File: src/rtl/audio_fir_engine.sv
// audio_fir_engine: time-multiplexed multi-channel FIR with one shared multiplier.
// Sits between the codec readdata (all channels packed) and codec writedata.
// Ports:
//   CLOCK_50, reset_n        clock, synchronous active-low reset
//   in_valid/in_ready/in_data   packed input frame handshake (ch k at [k*DW +: DW])
//   out_valid/out_ready/out_data filtered output frame handshake, same packing
//   bypass                   pass the accepted frame straight through
//   coef_we/coef_addr/coef_data  runtime coefficient load (IDLE only)
//   clear_hist               zero history and overflow (IDLE only)
//   busy                     engine not in IDLE
//   overflow                 sticky saturation flag
module audio_fir_engine #(
   parameter int unsigned DW    = 24,
   parameter int unsigned CW    = 16,
   parameter int unsigned NTAPS = 16,
   parameter int unsigned NCH   = 2,
   parameter int unsigned FRAC  = 15
) (
   input  logic                      CLOCK_50,
   input  logic                      reset_n,
   input  logic                      in_valid,
   output logic                      in_ready,
   input  logic [NCH*DW-1:0]         in_data,
   output logic                      out_valid,
   input  logic                      out_ready,
   output logic [NCH*DW-1:0]         out_data,
   input  logic                      bypass,
   input  logic                      coef_we,
   input  logic [$clog2(NTAPS)-1:0]  coef_addr,
   input  logic signed [CW-1:0]      coef_data,
   input  logic                      clear_hist,
   output logic                      busy,
   output logic                      overflow
);

   localparam int unsigned TW  = $clog2(NTAPS);
   localparam int unsigned CHW = (NCH > 1) ? $clog2(NCH) : 1;
   // Coefficients are stored one bit wider than CW so the reset value 1<<FRAC
   // stays a true +1.0 (in CW bits it would alias to -1.0).
   localparam int unsigned KW  = CW + 1;
   localparam int unsigned PW  = KW + DW;
   localparam int unsigned AW  = DW + CW + TW;

   localparam logic signed [AW:0]   RND      = (AW+1)'(64'sd1 <<< (FRAC - 1));
   localparam logic signed [AW:0]   SAT_MAX  = (AW+1)'((64'sd1 <<< (DW - 1)) - 64'sd1);
   localparam logic signed [AW:0]   SAT_MIN  = (AW+1)'(-(64'sd1 <<< (DW - 1)));
   localparam logic signed [KW-1:0] COEF_ONE = KW'(64'sd1 <<< FRAC);

   typedef enum logic [1:0] {IDLE, MAC, FLUSH, OUT} state_t;

   state_t               state_q, state_d;
   logic signed [KW-1:0] coef_q [NTAPS];
   logic signed [DW-1:0] hist_q [NCH][NTAPS];
   logic [TW-1:0]        wp_q, wp_inc_c, tap_q, rd_idx_c;
   logic [TW:0]          rd_diff_c;
   logic [CHW-1:0]       ch_q, prod_ch_q;
   logic signed [PW-1:0] prod_c, prod_q;
   logic                 prod_vld_q, prod_first_q, prod_last_q;
   logic signed [AW-1:0] acc_q, acc_base_c, acc_sum_c;
   logic signed [AW:0]   acc_rnd_c, y_wide_c;
   logic [DW-1:0]        y_c;
   logic                 sat_c;
   logic                 idle_c, accept_c, last_issue_c;

   assign idle_c       = (state_q == IDLE);
   assign accept_c     = in_valid && in_ready;
   assign last_issue_c = (tap_q == TW'(NTAPS - 1)) && (ch_q == CHW'(NCH - 1));

   // Circular-buffer addressing: wp points at the newest sample x[n].
   always_comb begin
      wp_inc_c  = (wp_q == TW'(NTAPS - 1)) ? '0 : wp_q + TW'(1);
      rd_diff_c = {1'b0, wp_q} - {1'b0, tap_q};
      rd_idx_c  = rd_diff_c[TW] ? TW'(rd_diff_c + (TW+1)'(NTAPS)) : rd_diff_c[TW-1:0];
      prod_c    = PW'(coef_q[tap_q]) * PW'(hist_q[ch_q][rd_idx_c]);
   end

   // Accumulate, round half up, saturate.
   always_comb begin
      acc_base_c = prod_first_q ? '0 : acc_q;
      acc_sum_c  = acc_base_c + AW'(prod_q);
      acc_rnd_c  = (AW+1)'(acc_sum_c) + RND;
      y_wide_c   = acc_rnd_c >>> FRAC;
      sat_c      = 1'b0;
      y_c        = y_wide_c[DW-1:0];
      if (y_wide_c > SAT_MAX) begin
         y_c   = SAT_MAX[DW-1:0];
         sat_c = 1'b1;
      end else if (y_wide_c < SAT_MIN) begin
         y_c   = SAT_MIN[DW-1:0];
         sat_c = 1'b1;
      end
   end

   // Next-state logic.
   always_comb begin
      state_d = state_q;
      case (state_q)
         IDLE:    if (accept_c) state_d = bypass ? OUT : MAC;
         MAC:     if (last_issue_c) state_d = FLUSH;
         FLUSH:   state_d = OUT;
         OUT:     if (out_ready) state_d = IDLE;
         default: state_d = IDLE;
      endcase
   end

   // State register.
   always_ff @(posedge CLOCK_50) begin
      if (!reset_n) state_q <= IDLE;
      else          state_q <= state_d;
   end

   // Registered handshake/status outputs, derived from the next state.
   always_ff @(posedge CLOCK_50) begin
      if (!reset_n) begin
         in_ready  <= 1'b1;
         out_valid <= 1'b0;
         busy      <= 1'b0;
      end else begin
         in_ready  <= (state_d == IDLE);
         out_valid <= (state_d == OUT);
         busy      <= (state_d != IDLE);
      end
   end

   // Datapath: coefficients, history, MAC pipeline, result write-back.
   always_ff @(posedge CLOCK_50) begin
      if (!reset_n) begin
         for (int k = 0; k < NTAPS; k++) coef_q[k] <= (k == 0) ? COEF_ONE : '0;
         for (int c = 0; c < NCH; c++)
            for (int k = 0; k < NTAPS; k++) hist_q[c][k] <= '0;
         wp_q         <= '0;
         tap_q        <= '0;
         ch_q         <= '0;
         prod_q       <= '0;
         prod_vld_q   <= 1'b0;
         prod_first_q <= 1'b0;
         prod_last_q  <= 1'b0;
         prod_ch_q    <= '0;
         acc_q        <= '0;
         out_data     <= '0;
         overflow     <= 1'b0;
      end else begin
         if (idle_c && coef_we) coef_q[coef_addr] <= KW'(coef_data);

         // Clear first so a same-cycle accept lands on zeroed history.
         if (idle_c && clear_hist) begin
            for (int c = 0; c < NCH; c++)
               for (int k = 0; k < NTAPS; k++) hist_q[c][k] <= '0;
            overflow <= 1'b0;
         end

         if (idle_c && accept_c) begin
            wp_q <= wp_inc_c;
            for (int c = 0; c < NCH; c++) hist_q[c][wp_inc_c] <= in_data[c*DW +: DW];
            if (bypass) out_data <= in_data;
         end

         // Tap inner, channel outer.
         if (state_q == MAC) begin
            if (tap_q == TW'(NTAPS - 1)) begin
               tap_q <= '0;
               ch_q  <= (ch_q == CHW'(NCH - 1)) ? '0 : ch_q + CHW'(1);
            end else begin
               tap_q <= tap_q + TW'(1);
            end
         end

         prod_q       <= prod_c;
         prod_vld_q   <= (state_q == MAC);
         prod_first_q <= (tap_q == '0);
         prod_last_q  <= (tap_q == TW'(NTAPS - 1));
         prod_ch_q    <= ch_q;

         if (prod_vld_q) begin
            acc_q <= acc_sum_c;
            if (prod_last_q) begin
               for (int c = 0; c < NCH; c++)
                  if (prod_ch_q == CHW'(c)) out_data[c*DW +: DW] <= y_c;
               if (sat_c) overflow <= 1'b1;
            end
         end
      end
   end

endmodule

File: config.mk
export PLATFORM = sky130hd
export DESIGN_NAME = audio_fir_engine
export DESIGN_NICKNAME = d
export VERILOG_FILES = /design/src/rtl/audio_fir_engine.sv
export SDC_FILE = /design/constraint.sdc
export NUM_CORES = 2
export LEC_CHECK = 0
export CAP_MARGIN = 25
export CORE_UTILIZATION = 38
export DETAILED_ROUTE_END_ITERATION = 10
export PLACE_DENSITY = 0.6
export SLEW_MARGIN = 20
export SYNTH_ARGS = -nofsm -noshare
export SYNTH_HDL_FRONTEND = slang
export SYNTH_SLANG_ARGS = --single-unit
File: constraint.sdc
create_clock -name CLOCK_50 -period 23 [get_ports CLOCK_50]
set_input_delay 5.75 -clock CLOCK_50 [delete_from_list [all_inputs] [get_ports CLOCK_50]]
set_output_delay 5.75 -clock CLOCK_50 [all_outputs]
set_load 0.01 [all_outputs]
# Word-level counts from Yosys, hierarchy flattened
# Memory sizes are Yosys's and may differ from the RTL's. A register that Yosys moved wholly into a read port is not among the register bits.
# Cells that the tools add are included.
[totals] out_inout_bits=52 latch_bits=0 in_bits=75 ram_bits=1040 word_cells=1696 rom_bits=0 regBits=152 n_memories=2
[op_classes] n_div=0 n_shift=0 mul=1 n_reduce_logical=12 bitwise_logic=802 n_mux=846 order_cmp=5 n_eq_ne=6 addsub=7
[memory_table] name="hist_q" depth=2 width=384 read_ports=1 rd_clocked_by_memory_dff=1 wr=2 line_no="53" source="logic signed [DW-1:0] hist_q [NCH][NTAPS];"
[memory_table] name="coef_q" depth=16 width=17 read_ports=1 rd_clocked_by_memory_dff=1 wr=16 line_no="52" source="logic signed [KW-1:0] coef_q [NTAPS];"
[ops] cell="two-way mux 24 bit" count=39
[ops] cell="OR 1 bit" count=800
[ops] cell="two-way mux 1 bit" count=787
[ops] cell="two-way mux 384 bit" count=1
[ops] cell="two-way mux 48 bit" count=4
[ops] cell="binary-select mux 24 bit (select 4 bit)" count=1
[ops] cell="demux 24 bit (select 4 bit)" count=1
[ops] cell="adder 44 x 16 -> 45 bit, second input constant" count=1
[ops] cell="adder 44 x 41 -> 44 bit" count=1
[ops] cell="two-way mux 44 bit" count=1
[ops] cell="multiplier 17 x 24 -> 41 bit" count=1
[ops] cell="> comparator 30 x 24 -> 1 bit, second input constant" count=1
[ops] cell="less-than comparator 30 x 24 -> 1 bit, second input constant" count=1
[ops] cell="two-way mux 4 bit" count=6
[ops] cell="two-way mux 17 bit" count=1
[ops] cell="OR reduction 17 bit" count=1
[ops] cell="adder 4 x 1 -> 4 bit, second input constant" count=3
[ops] cell="greater-or-equal comparator 5 bit, second input constant" count=2
[ops] cell="NOT 4 -> 5 bit" count=2
[ops] cell="== test 4 bit, second input constant" count=2
[ops] cell="two-way mux 2 bit" count=4
[ops] cell="case mux 2 bit (4 select lines)" count=1
[ops] cell="== test 2 bit, second input constant" count=3
[ops] cell="logical AND 1 bit" count=6
[ops] cell="8 further kinds" count=9

# Longest topological paths before layout
[logic_depth] depth_word=9 depth_mapped=38 ltp_nobuf=35

# Worst setup path before layout
# Ideal clock, no wire load.
[synth_path] path_kind="input to register" startpoint="input reset_n" endpoint="memory hist_q[0][288] (netlist bit) (enable)" arrival_ps=9586 setup_ps=520 n_path_buf=0 stages=3 path_slack_ps=12893 t_required_ps=22480 cell_sequence="and4_1 > nand2_1 > o21ai_0"
[synth_lines] element="start, declared" line_no="20" source="input logic reset_n,"
[synth_lines] element="end, declared" line_no="53"

# Worst setup path in the final report
[layout_path] startpoint="register wp_q[0]" endpoint="register prod_q[37]"
[layout_between] elab_chain_len=8
[layout_rtl] element="start, declared" line_no="54" source="logic [TW-1:0] wp_q, wp_inc_c, tap_q, rd_idx_c;"
[layout_rtl] element="start signal, assigned" line_no="153" source="wp_q <= wp_inc_c;"
[layout_rtl] element="subtractor 4 x 4 -> 5 bit (*)" line_no="72" source="rd_diff_c = {1'b0, wp_q} - {1'b0, tap_q};"
[layout_rtl] element="adder 4 x 1 -> 4 bit" line_no="73" source="rd_idx_c = rd_diff_c[TW] ? TW'(rd_diff_c + (TW+1)'(NTAPS)) : rd_diff_c[TW-1:0];"
[layout_rtl] element="two-way mux 4 bit (*)" line_no="73"
[layout_rtl] element="NOT 4 -> 5 bit (not written as such) (*)" line_no="74" source="prod_c = PW'(coef_q[tap_q]) * PW'(hist_q[ch_q][rd_idx_c]);"
[layout_rtl] element="binary-select mux 24 bit (select 4 bit) (*)" line_no="74"
[layout_rtl] element="two-way mux 24 bit (not written as such) (*) (2 in series)" line_no="74"
[layout_rtl] element="multiplier 17 x 24 -> 41 bit (*)" line_no="74"
[layout_rtl] element="end signal, assigned" line_no="168" source="prod_q <= prod_c;"
[layout_rtl] element="end, declared" line_no="57" source="logic signed [PW-1:0] prod_c, prod_q;"
# Mark *: on every way between the ends. The rest lies on a longest branch, timed or not. The select of a mux whose other input is x is not followed.
# A chain may end at the register's enable or synchronous reset.

==> out/metrics.csv <==
metric;value;unit
status;finished clean;
clk root buf;clkbuf_16;
RD Place Congestion;0.873;
largest net degree at the start of global routing;76;
WHS Endpoint;acc_q[37]$_SDFFE_PN0P_;
final setup fails;0;
CTS Buf Count;133;
Critical Path Source Type;flop;
flip-flop and latch count after synthesis;1182;
clock period minus final worst setup slack;11430;ps
setup TNS;0;ps
Bufs on Longest Clock Path;3;
Post-CTS Setup Inserts;0;
DP HPWL;128000;µm
detailed-route wire length;195000;µm
Die Area;0.188;mm²
Final Slew Violations;0;
FF-to-FF Start;wp_q[0]$_SDFFE_PN0P_;
worst rel slew slack;0.304;
largest cells by area after synthesis;edfxtp_1, fa_1, mux4_2, and2_1, dfxtp_1;
post-synth top area share;0.435;
port bufs;126;
final net count;6265;
hold-critical path depth;1;
iteration count of the initial detailed-routing pass;6;
Slowest cell on crit path;buf_4;
Starting Density;0.382;
R2R cell count;33;
cell mode on critical path;fa_1;
P&R area growth vs syn;12.2;%
chip height;434;µm
cell area after layout;0.0795;mm²
crit path DAT;12050;ps
synth warn;0;
final hold violations;0;
GRT Residual Overflow;0;
Routed Antenna Nets;0;
DRT iter0 DRCs;3923;
Clock Skew;61.9;ps
most frequent cells in the layout;and2_1, edfxtp_1, inv_1;
number of remaining DRC errors;0;
RSZ-0062 raised after global routing;false;
Mean Syn Cell Area;12.6;µm²
Worst-path clk slew;60;ps
Crit path largest cell delay;880;ps
Tcrit/Tclk final;0.497;
ys flop type;edfxtp_1;
filler cell count;16844;
Hold Buf Count CTS;0;
core region area;0.185;mm²
vias per inst;5.29;
Achievable Freq;0.0875;GHz
area occupied by multi-input gates;0.0342;mm²
critical path class;reg2reg;
die width;434;µm
internal reg-to-reg setup slack;11570;ps
Max H-tree Level;4;
Syn Std Cell Area;0.0708;mm²
sequential cell area;0.0339;mm²
beginning of the worst hold path;acc_q[37]$_SDFFE_PN0P_;
cts repair resizes;0;
CTS tree;done;
CTS Sinks;1182;
vias in the first global route;44860;
max-cap viol count;0;
Tightest Pin Transition;1040;ps
worst-skew pair later-pin latency;790;ps
Worst EP required;23620;ps
wire length per cell;23.8;µm
worst r2r dst;prod_q[37]$_SDFF_PN0_;
Placed Area;0.0751;mm²
via count;43552;
post-synthesis sequential area ratio;0.479;
Async S/R FF share, synth;0;
layout cell share with drive strength beyond 1;0.134;
Netlist cell types;93;
IO Pins;127;
num rows;158;
Mapped Nets;6255;
Yosys top cell by area;edfxtp_1;
commonest non-fill, non-tap cell in the layout;and2_1;
CP Max Fanout;65;
post-layout util;0.429;
Cells after Synth;5624;
Worst setup EP type;flop;
GRT Resource Usage Total;0.211;
initial antenna violation count;10;
first-pass GRT wire length;294000;µm
Hold Crit Class;reg2reg;
Post-synth EDFFs;1025;
-- area by class of cell --
type                    instances  area share
flip-flops and latches       1182       0.427
clock buffers                 176      0.0461
clock inverters                63     0.00793
inverters                     451      0.0213
multi-input cells            3615       0.430
diodes                          9    0.000283
well taps                    2480      0.0390
repair buffers                251      0.0279
-- cells by family after synthesis --
family / count (synthesis) / share of synthesized area
simple gates: 2172 / 0.174
flops: 1182 / 0.479
buf+inv: 827 / 0.0447
fa+ha+maj: 556 / 0.141
compound gates: 402 / 0.0388
mux: 395 / 0.111
xor+xnor: 90 / 0.0111
-- worst max-delay path by stage --
stage	endpoint	slack [ps]	depth (start not counted)	start
2_1_floorplan	hist_q[0][288]$_SDFFCE_PN0P_	12890	3	reset_n
3_3_place_gp	prod_q[37]$_SDFF_PN0_	11770	33	wp_q[0]$_SDFFE_PN0P_
3_5_place_dp	prod_q[37]$_SDFF_PN0_	11610	33	wp_q[0]$_SDFFE_PN0P_
4_1_cts	prod_q[37]$_SDFF_PN0_	11540	33	wp_q[0]$_SDFFE_PN0P_
5_1_grt	prod_q[37]$_SDFF_PN0_	10880	33	wp_q[0]$_SDFFE_PN0P_
6_report	prod_q[37]$_SDFF_PN0_	11570	33	wp_q[0]$_SDFFE_PN0P_
-- synth_stat cells, types with 19 or more instances --
cell type  instances
and2_1          1092
edfxtp_1        1025
inv_1            450
fa_1             403
clkbuf_1         320
mux4_2           312
nand2_1          252
nor2_1           230
nand2b_1         213
dfxtp_1          157
ha_1             153
nor2b_1          144
a21oi_1          111
nand3_1           89
mux2i_1           76
o21ai_0           74
xnor2_1           67
buf_1             39
nor3_1            35
a21o_1            33
or2_2             25
xor2_1            23
and3_1            19
-- worst max-delay path: cells and delay by family (launching register included) --
family,cells,cell delay (ps)
AOI/OAI and AO/OA,10,2720
muxes,3,1080
and+or+nand+nor,3,560
buffers and inverters,8,2290
xor gates and xnor gates,1,100
DFF,1,480
adders and majority gates,8,3890
-- flip-flops by register name (all words and copies together) (netlist names), 2 cells and up, named ones only --
register,count
hist_q,768
coef_q,257
out_data,48
acc_q,44
prod_q,41
tap_q,4
wp_q,4
state_q,2
-- metrics by stage --
stage | hold WS, ps | setup slack [ps] | cells
after floorplan | 447 | 12890 | 5624
after global placement | 455 | 11770 | 7976
after detailed placement | 462 | 11610 | 7978
after CTS | 475 | 11540 | 8217
after global routing | 493 | 10880 | 8218
final | 474 | 11570 | 8227
-- routing by layer --
layer | global-route usage | vias to the layer above | part of all wire
met5 | 0 | - | 0.000067
met4 | 0.0695 | 2 | 0.033
met3 | 0.0271 | 252 | 0.050
met2 | 0.350 | 1244 | 0.49
met1 | 0.285 | 22729 | 0.43
li1 | - | 19325 | -
Power is left out: the tool's default activity adds up to more than one toggle a clock period on the data nets, which glitch-free logic cannot reach.
